### src/rtl/pll_sup_pkg.sv
// Shared types for the PLL lock supervisor: FSM state encoding and counter widths.
package pll_sup_pkg;

   typedef enum logic [2:0] {
      PLL_RST   = 3'd0,
      WAIT_LOCK = 3'd1,
      STABLE    = 3'd2,
      RUN       = 3'd3,
      FAULT     = 3'd4
   } state_t;

   localparam int LOSS_CNT_W = 8;

   function automatic int max3(input int a, input int b, input int c);
      int m;
      m = (a > b) ? a : b;
      return (m > c) ? m : c;
   endfunction

endpackage

### src/rtl/sync_2ff.sv
// Generic two-flop synchroniser for asynchronous inputs; 2-cycle latency, no backpressure.
// Resets to 0 asynchronously so downstream logic sees a deasserted input out of reset.
module sync_2ff #(
   parameter int W = 1
) (
   input  logic         clk,
   input  logic         rst_n,
   input  logic [W-1:0] d_i,
   output logic [W-1:0] q_o
);

   logic [W-1:0] meta_q;
   logic [W-1:0] meta_d;
   logic [W-1:0] sync_q;
   logic [W-1:0] sync_d;

   always_comb begin
      meta_d = d_i;
      sync_d = meta_q;
   end

   always_ff @(posedge clk or negedge rst_n) begin
      if (!rst_n) begin
         meta_q <= '0;
         sync_q <= '0;
      end else begin
         meta_q <= meta_d;
         sync_q <= sync_d;
      end
   end

   assign q_o = sync_q;

endmodule

### src/rtl/pll_lock_supervisor.sv
// Sequences rPLL reset, qualifies LOCK over a stability window, releases system reset, retries then faults.
// Runs on the crystal clock; lock seen 2 cycles late through the synchroniser; all outputs registered.
module pll_lock_supervisor
   import pll_sup_pkg::*;
#(
   parameter int PLL_RST_CYCLES = 27,
   parameter int LOCK_TIMEOUT   = 27000,
   parameter int STABLE_CYCLES  = 2700,
   parameter int MAX_RETRIES    = 3
) (
   input  logic                               clkin,
   input  logic                               rst_n,
   input  logic                               pll_lock_i,
   input  logic                               restart_i,
   output logic                               pll_reset_o,
   output logic                               sys_rst_n_o,
   output logic                               ready_o,
   output logic                               fault_o,
   output logic [$clog2(MAX_RETRIES+1)-1:0]   retry_cnt_o,
   output logic [LOSS_CNT_W-1:0]              loss_cnt_o,
   output logic [2:0]                         state_o
);

   localparam int CNT_MAX = max3(PLL_RST_CYCLES, LOCK_TIMEOUT, STABLE_CYCLES);
   localparam int CNT_W   = (CNT_MAX > 1) ? $clog2(CNT_MAX) : 1;
   localparam int RETRY_W = $clog2(MAX_RETRIES+1);

   localparam logic [CNT_W-1:0]   RST_LAST    = CNT_W'(PLL_RST_CYCLES - 1);
   localparam logic [CNT_W-1:0]   LOCK_LAST   = CNT_W'(LOCK_TIMEOUT - 1);
   localparam logic [CNT_W-1:0]   STABLE_LAST = CNT_W'(STABLE_CYCLES - 1);
   localparam logic [RETRY_W-1:0] RETRY_MAX   = RETRY_W'(MAX_RETRIES);

   logic lock_s;

   state_t                state_q, state_d;
   logic [CNT_W-1:0]      cnt_q, cnt_d;
   logic [RETRY_W-1:0]    retry_q, retry_d;
   logic [LOSS_CNT_W-1:0] loss_q, loss_d;
   logic                  pll_reset_q, pll_reset_d;
   logic                  sys_rst_n_q, sys_rst_n_d;
   logic                  ready_q, ready_d;
   logic                  fault_q, fault_d;
   logic                  attempt_fail;

   sync_2ff #(.W(1)) u_lock_sync (
      .clk   (clkin),
      .rst_n (rst_n),
      .d_i   (pll_lock_i),
      .q_o   (lock_s)
   );

   always_ff @(posedge clkin or negedge rst_n) begin
      if (!rst_n) begin
         state_q     <= PLL_RST;
         cnt_q       <= '0;
         retry_q     <= '0;
         loss_q      <= '0;
         pll_reset_q <= 1'b1;
         sys_rst_n_q <= 1'b0;
         ready_q     <= 1'b0;
         fault_q     <= 1'b0;
      end else begin
         state_q     <= state_d;
         cnt_q       <= cnt_d;
         retry_q     <= retry_d;
         loss_q      <= loss_d;
         pll_reset_q <= pll_reset_d;
         sys_rst_n_q <= sys_rst_n_d;
         ready_q     <= ready_d;
         fault_q     <= fault_d;
      end
   end

   always_comb begin
      state_d      = state_q;
      cnt_d        = cnt_q;
      retry_d      = retry_q;
      loss_d       = loss_q;
      attempt_fail = 1'b0;
      if (restart_i) begin
         state_d = PLL_RST;
         cnt_d   = '0;
         retry_d = '0;
      end else begin
         case (state_q)
            PLL_RST: begin
               if (cnt_q == RST_LAST) begin
                  state_d = WAIT_LOCK;
                  cnt_d   = '0;
               end else begin
                  cnt_d = cnt_q + CNT_W'(1);
               end
            end
            WAIT_LOCK: begin
               if (lock_s) begin
                  state_d = STABLE;
                  cnt_d   = '0;
               end else if (cnt_q == LOCK_LAST) begin
                  attempt_fail = 1'b1;
               end else begin
                  cnt_d = cnt_q + CNT_W'(1);
               end
            end
            STABLE: begin
               if (!lock_s) begin
                  attempt_fail = 1'b1;
               end else if (cnt_q == STABLE_LAST) begin
                  state_d = RUN;
                  cnt_d   = '0;
                  retry_d = '0;
               end else begin
                  cnt_d = cnt_q + CNT_W'(1);
               end
            end
            RUN: begin
               if (!lock_s) begin
                  state_d = PLL_RST;
                  cnt_d   = '0;
                  if (loss_q != '1) begin
                     loss_d = loss_q + LOSS_CNT_W'(1);
                  end
               end
            end
            FAULT: begin
               state_d = FAULT;
            end
            default: begin
               state_d = PLL_RST;
               cnt_d   = '0;
            end
         endcase
         // A timeout and a lock drop during qualification both count as one failed attempt.
         if (attempt_fail) begin
            cnt_d = '0;
            if (retry_q == RETRY_MAX) begin
               state_d = FAULT;
            end else begin
               state_d = PLL_RST;
               retry_d = retry_q + RETRY_W'(1);
            end
         end
      end
   end

   // Outputs are decoded from the next state so they switch on the same edge as the state.
   always_comb begin
      pll_reset_d = (state_d == PLL_RST) || (state_d == FAULT);
      sys_rst_n_d = (state_d == RUN);
      ready_d     = (state_d == RUN);
      fault_d     = (state_d == FAULT);
   end

   assign pll_reset_o = pll_reset_q;
   assign sys_rst_n_o = sys_rst_n_q;
   assign ready_o     = ready_q;
   assign fault_o     = fault_q;
   assign retry_cnt_o = retry_q;
   assign loss_cnt_o  = loss_q;
   assign state_o     = state_q;

endmodule
### config.mk
export PLATFORM = sky130hd
export DESIGN_NAME = pll_lock_supervisor
export DESIGN_NICKNAME = d
export VERILOG_FILES = /design/src/rtl/pll_sup_pkg.sv /design/src/rtl/sync_2ff.sv /design/src/rtl/pll_lock_supervisor.sv
export SDC_FILE = /design/constraint.sdc
export NUM_CORES = 1
export LEC_CHECK = 0
export ABC_AREA = 1
export CORE_MARGIN = 5
export CORE_UTILIZATION = 38
export DETAILED_ROUTE_END_ITERATION = 10
export PLACE_DENSITY_LB_ADDON = 0.08
export SYNTH_ARGS = -nofsm -noshare
export SYNTH_HDL_FRONTEND = slang
export SYNTH_SLANG_ARGS = --single-unit
export TNS_END_PERCENT = 10
### constraint.sdc
create_clock -name clkin -period 1.4 [get_ports clkin]
set_input_delay 0.42 -clock clkin [delete_from_list [all_inputs] [get_ports clkin]]
set_output_delay 0.42 -clock clkin [all_outputs]
set_load 0.1 [all_outputs]
### Word level (Yosys, flattened, before mapping)

Index checks and enable logic that the tools add are counted.

| word-level totals | value |
|---|---|
| logic and storage cells | 63 |
| register bits | 33 |

| cells by class | value |
|---|---|
| reduce and logical (&&, ||, !) cells | 5 |
| equal/unequal tests | 15 |
| add/sub/neg operators | 3 |
| bitwise gates (word level) | 2 |
| mux-type cells | 29 |

Operator list:

| kind | count |
|---|---|
| 2-to-1 mux 15 bit | 8 |
| case mux 15 bit (5 select lines) | 1 |
| 2-to-1 mux 3 bit | 8 |
| adder 15 x 1 -> 15 bit (second input constant) | 1 |
| equality test 15 x 12 -> 1 bit (second input constant) | 1 |
| equality test 15 bit (second input constant) | 1 |
| equality test 15 x 5 -> 1 bit (second input constant) | 1 |
| case mux 3 bit (5 select lines) | 1 |
| 2-to-1 mux 2 bit | 6 |
| equality test 3 x 2 -> 1 bit (second input constant) | 3 |
| adder 8 x 1 -> 8 bit (second input constant) | 1 |
| inequality test 8 bit (second input constant) | 1 |
| AND reduction 4 bit | 2 |
| equality test 3 bit (second input constant) | 2 |
| zero test 3 bit | 2 |
| inequality test 5 x 4 -> 1 bit (second input constant) | 1 |
| 2-to-1 mux 1 bit | 4 |
| inequality test 4 x 3 -> 1 bit (second input constant) | 1 |
| inequality test 4 bit (second input constant) | 1 |
| equality test 3 x 1 -> 1 bit (second input constant) | 1 |
| inequality test 3 bit (second input constant) | 1 |
| adder 2 x 1 -> 2 bit (second input constant) | 1 |
| equality test 2 bit (second input constant) | 1 |
| NOT 1 bit | 2 |
| other kinds (2) | 2 |

### Logic depth before layout (Yosys ltp)

| depth | value |
|---|---|
| word-level depth | 9 |
| mapped depth | 12 |
| depth with buffers taken out | 11 |

### By module

From an unflattened synthesis, not the netlist that was laid out.

| unflattened totals | value |
|---|---|
| cell total of the unflattened synthesis | 357 |
| area, all modules | 2,366.0 um^2 |

By module, submodules not included:

| module | times used | cells each | area an instance (um^2) |
|---|---|---|---|
| pll_lock_supervisor | 1 | 355 | 2,316.0 |
| sync_2ff | 1 | 2 | 50.0 |

### Worst setup path before layout

OpenSTA, ideal clock, no wires.

| timing | value |
|---|---|
| path type | register -> register |
| start point | reg state_q[1], in the netlist state_o[1] |
| end point | reg loss_q[7], in the netlist loss_cnt_o[7] |
| slack | -0.746 ns |
| stages on the path, launching flop included | 9 |
| arrival time | 2.020 ns |
| buffers on the path | 1 |
| cells stage by stage | dfrtp_1 buf_4 nand3_1 nor3_1 nand2_2 nor2_4 nand3_2 o21ai_1 nand2_1 |

| between the ends | value |
|---|---|
| longest elaborated chain between the ends | 2 |

Ends and longest elaborated chain:

| element | RTL line | RTL |
|---|---|---|
| start, declared | pll_lock_supervisor.sv:35 | `state_t state_q, state_d;` |
| start signal, assigned | pll_lock_supervisor.sv:63 | `state_q <= state_d;` |
| equality test 3 x 2 -> 1 bit | pll_lock_supervisor.sv:85 | `case (state_q)` |
| AND reduction 4 bit (no source line) | - |  |
| end signal, assigned | pll_lock_supervisor.sv:66 | `loss_q <= loss_d;` |
| end, declared | pll_lock_supervisor.sv:38 | `logic [LOSS_CNT_W-1:0] loss_q, loss_d;` |

Every way passes these cells.
A chain may end at the register's enable or synchronous reset.

### Worst setup path in the final report

| timing | value |
|---|---|
| start point | reg cnt_q[0] |
| end point | reg cnt_q[14] |

| between the ends | value |
|---|---|
| longest elaborated chain between the ends | 7 |
| elaborated cells between the ends (all ways) | 21 |
| classes of those cells | 1 x add/sub; 7 x eq/ne; 12 x mux; 1 x reduce/logical |

Ends and longest elaborated chain:

| element | RTL line | RTL |
|---|---|---|
| start, declared | pll_lock_supervisor.sv:36 | `logic [CNT_W-1:0] cnt_q, cnt_d;` |
| start signal, assigned | pll_lock_supervisor.sv:64 | `cnt_q <= cnt_d;` |
| branches (longest 7 deep; another with adder 15 x 1 -> 15 bit) | - |  |

Several ways; the timed one is not identified. The select of a mux whose other input is x is not followed.

==> flow_summary.yaml <==
setup_path:
  cp-end-kind: "register"
  crit_path_frequent_cell: "nand2_1"
  crit_fanout: 6
  critPathBufInv: 2
  crit_chain: "ha_4 > nand2_4 > inv_2 > nand2_2 > nor2_4 > nand3_4 > nand4_4 > buf_6 > nand2_1 > nand2_1 > nand2_1 > nor2_1"
  r2r_slack_ns: -0.17
  cp.arrival_ns: 1.80
  path_class: "register to register"
  ff2ff_path_depth: 12
  slowest_delay_ns: 0.41
  cpLargestDelayFamily: "simple AND/OR/NAND/NOR gates"
  startpoint_type: "register"
  crit_required_ns: 1.64
  r2r_end: "cnt_q[14]$_DFFE_PN0P_"
  rr_startpoint: "cnt_q[0]$_DFFE_PN0P_"
  crit_cells: 12
  cp-endpoint: "cnt_q[14]$_DFFE_PN0P_"
  crit_start: "cnt_q[0]$_DFFE_PN0P_"
  cpMaxStageDelayCell: "dfrtp_2"
sta:
  drv_slew: 0
  fmax_ghz: 0.639
  skew_ns: 0.0163
  period_needed_ns: 1.57
  min_period_over_period: 1.12
  max_slew_margin: 0.801
  hold_viol: 0
  setup_viol: 33
  tightest_slew_ns: 0.296
  rsz0062_at_grt: "yes"
  fin_ws_ns: -0.166
place:
  place_congestion: 0.882
  port_buffers: 20
  dp_hpwl_um: 5080
  placed_cells: 490
floorplanning:
  die_w_um: 87.6
  rows: 28
  ios: 21
  fp.dieH_um: 87.6
  start_util: 0.388
  die-area_um2: 7670
  core-area_um2: 5890
status:
  failed_checks: "setup timing"
  status: "finished with violations"
cts:
  ctsHtreeMaxLevel: 2
  insertion_delay_ns: 0.30
  postCtsHoldBufs: 0
  cts.sink_count: 33
  cts_buffers: 5
  path_clk_slew_ns: 0.09
  clock_path_buffers: 2
  root_buffer: "clkbuf_8"
  cts_tree: "done"
logic_synthesis:
  synth_top_cell_by_area: "dfrtp_1"
  synth_compound_area_frac: 0.0449
  synth_mux_area_frac: 0
  syn_area_per_cell_um2: 6.93
  synth_fp_nets: 338
  synth_xor_area_frac: 0.0268
  ys_seq_area_frac: 0.362
  synth_cells: 330
  synth_adder_area_share: 0.0219
  synth_top_family_by_area: "simple AND/OR/NAND/NOR gates"
  yosys.cell_types.count: 30
  synth_seq_cells: 33
  yosysTopAreaCellShare: 0.350
  synth_warnings: 0
  synth-simple-area-share: 0.441
  syn-cell-area_um2: 2290
  netlist_top_cells_area: "dfrtp_1, nand3_1, nand2_1, nor2_1, inv_1"
power_and_ir_drop:
  p_leak_nw: 1.72
  peakVddDrop_uv: 400
  power_density_nw_per_um2: 563
grt:
  track_usage: 0.198
  grt_pass1_wl_um: 11900
  grt_antenna_before_repair: 0
  grt_max_degree: 34
  grt_pass1_vias: 2598
  grt_overflow_total: 0
detailed_routing:
  wire_per_inst_um: 13.6
  drtIter0Drc: 124
  finalWirelength_um: 6830
  drc: 0
  vias: 2511
  final_antenna_net_count: 0
  first_pass_iters: 4
  avgViaCountPerCell: 5.00
finish:
  antenna_cells: 0
  final_cells: 502
  final_common_cell: "buf_4"
  area_growth_pct: 61.2
  fin_util: 0.626
  num-nets-final: 434
  regArea_um2: 855
  fillers: 517
  mostFrequentLayoutCells: "buf_4, nand2_1, nand3_1"
  multiInputGateArea_um2: 1410
  post_route_cells_drive_above_1_share: 0.443
min_path:
  min_path_type: "register to register"
flow_run:
  drv_cap: 0
-- what timing repair did --
action | CTS | global route
gates resized for setup | 35 | 39
cloned | 1 | 0
pin swaps | 7 | 15
endpoints found under the setup margin | 35 | 38
setup buffers | 3 | 1
-- flip-flops by register name, indices dropped and copies added, names as in the netlist --
signal / flops
fault_o: 1
u_lock_sync.q_o: 1
cnt_q: 15
pll_reset_o: 1
ready_o: 1
state_o: 3
retry_cnt_o: 2
u_lock_sync.meta_q: 1
loss_cnt_o: 8
-- power breakdown --
group          switching (W)  internal [W]  total, W
clock network       0.000402      0.000533  0.000935
registers          0.0000135      0.000964  0.000977
logic              0.0000856     0.0000776  0.000163
total               0.000501       0.00157   0.00208
-- logic make-up (layout without fill, tap and decap cells) --
kind of cell             Yosys count  after routing
adder cells (fa/ha/maj)            4              4
buffers and inverters             54            151
XOR/XNOR                           7              7
flip-flops                        33             33
AO/OA/AOI/OAI                     19             19
AND/OR/NAND/NOR                  213            213
-- routing by layer --
| layer | wire, um | vias up | track usage |
|---|---|---|---|
| li1 | - | 1265 | - |
| met1 | 2850 | 1144 | 0.246 |
| met2 | 3310 | 78 | 0.327 |
| met3 | 423 | 24 | 0.0433 |
| met4 | 234 | 0 | 0.0921 |
| met5 | 0 | - | 0 |
-- layout make-up --
| cell class | count | area share |
|---|---|---|
| Clock inverter | 3 | 0.0126 |
| Tap cell | 75 | 0.0255 |
| Clock buffer | 5 | 0.0187 |
| Inverter | 41 | 0.0438 |
| Sequential cell | 33 | 0.232 |
| Timing Repair Buffer | 102 | 0.285 |
| Multi-Input combinational cell | 243 | 0.383 |
-- per-stage QoR --
stage | setup slack (ns) | cell area, um2 | setup TNS, ns | hold WS, ns | total power (W)
2_1_floorplan | -0.299 | 2330 | -7.25 | 0.124 | 0.00104
3_3_place_gp | -0.313 | 3300 | -6.20 | 0.334 | 0.00112
3_5_place_dp | -0.338 | 3300 | -6.94 | 0.335 | 0.00112
4_1_cts | -0.209 | 3550 | -4.44 | 0.353 | 0.00208
5_1_grt | -0.300 | 3680 | -6.25 | 0.374 | 0.00218
6_report | -0.166 | 3680 | -3.18 | 0.351 | 0.00208
-- synthesized netlist by cell type --
| master | count |
|---|---|
| nand3_1 | 61 |
| a21oi_1 | 4 |
| o211ai_1 | 1 |
| nand2_1 | 72 |
| inv_1 | 38 |
| nand4_1 | 16 |
| buf_1 | 1 |
| buf_4 | 3 |
| dfrtp_1 | 32 |
| nor3_1 | 1 |
| inv_2 | 3 |
| nand3_2 | 2 |
| xnor2_1 | 3 |
| xor2_1 | 4 |
| ha_1 | 4 |
| o21ai_1 | 1 |
| nor2_2 | 3 |
| o21ai_0 | 11 |
| nor4_2 | 1 |
| buf_2 | 6 |
| clkbuf_1 | 1 |
| nor2_1 | 45 |
| nor3_4 | 1 |
| buf_6 | 2 |
| a211oi_1 | 2 |
| nand4_2 | 1 |
| nor2_4 | 1 |
| nor3_2 | 3 |
| dfstp_2 | 1 |
| nand2_2 | 6 |
-- how the worst min path moves through the flow --
stage                           endpoint  depth (start not counted)  slack, ns                          from
6_report       u_lock_sync.q_o$_DFF_PN0_                          0       0.35  u_lock_sync.meta_q$_DFF_PN0_
5_1_grt        u_lock_sync.q_o$_DFF_PN0_                          0       0.37  u_lock_sync.meta_q$_DFF_PN0_
4_1_cts        u_lock_sync.q_o$_DFF_PN0_                          0       0.35  u_lock_sync.meta_q$_DFF_PN0_
3_5_place_dp   u_lock_sync.q_o$_DFF_PN0_                          0       0.33  u_lock_sync.meta_q$_DFF_PN0_
3_3_place_gp   u_lock_sync.q_o$_DFF_PN0_                          0       0.33  u_lock_sync.meta_q$_DFF_PN0_
2_1_floorplan       cnt_q[0]$_DFFE_PN0P_                          0       0.12                         rst_n
(Power assumes the default switching activity.)
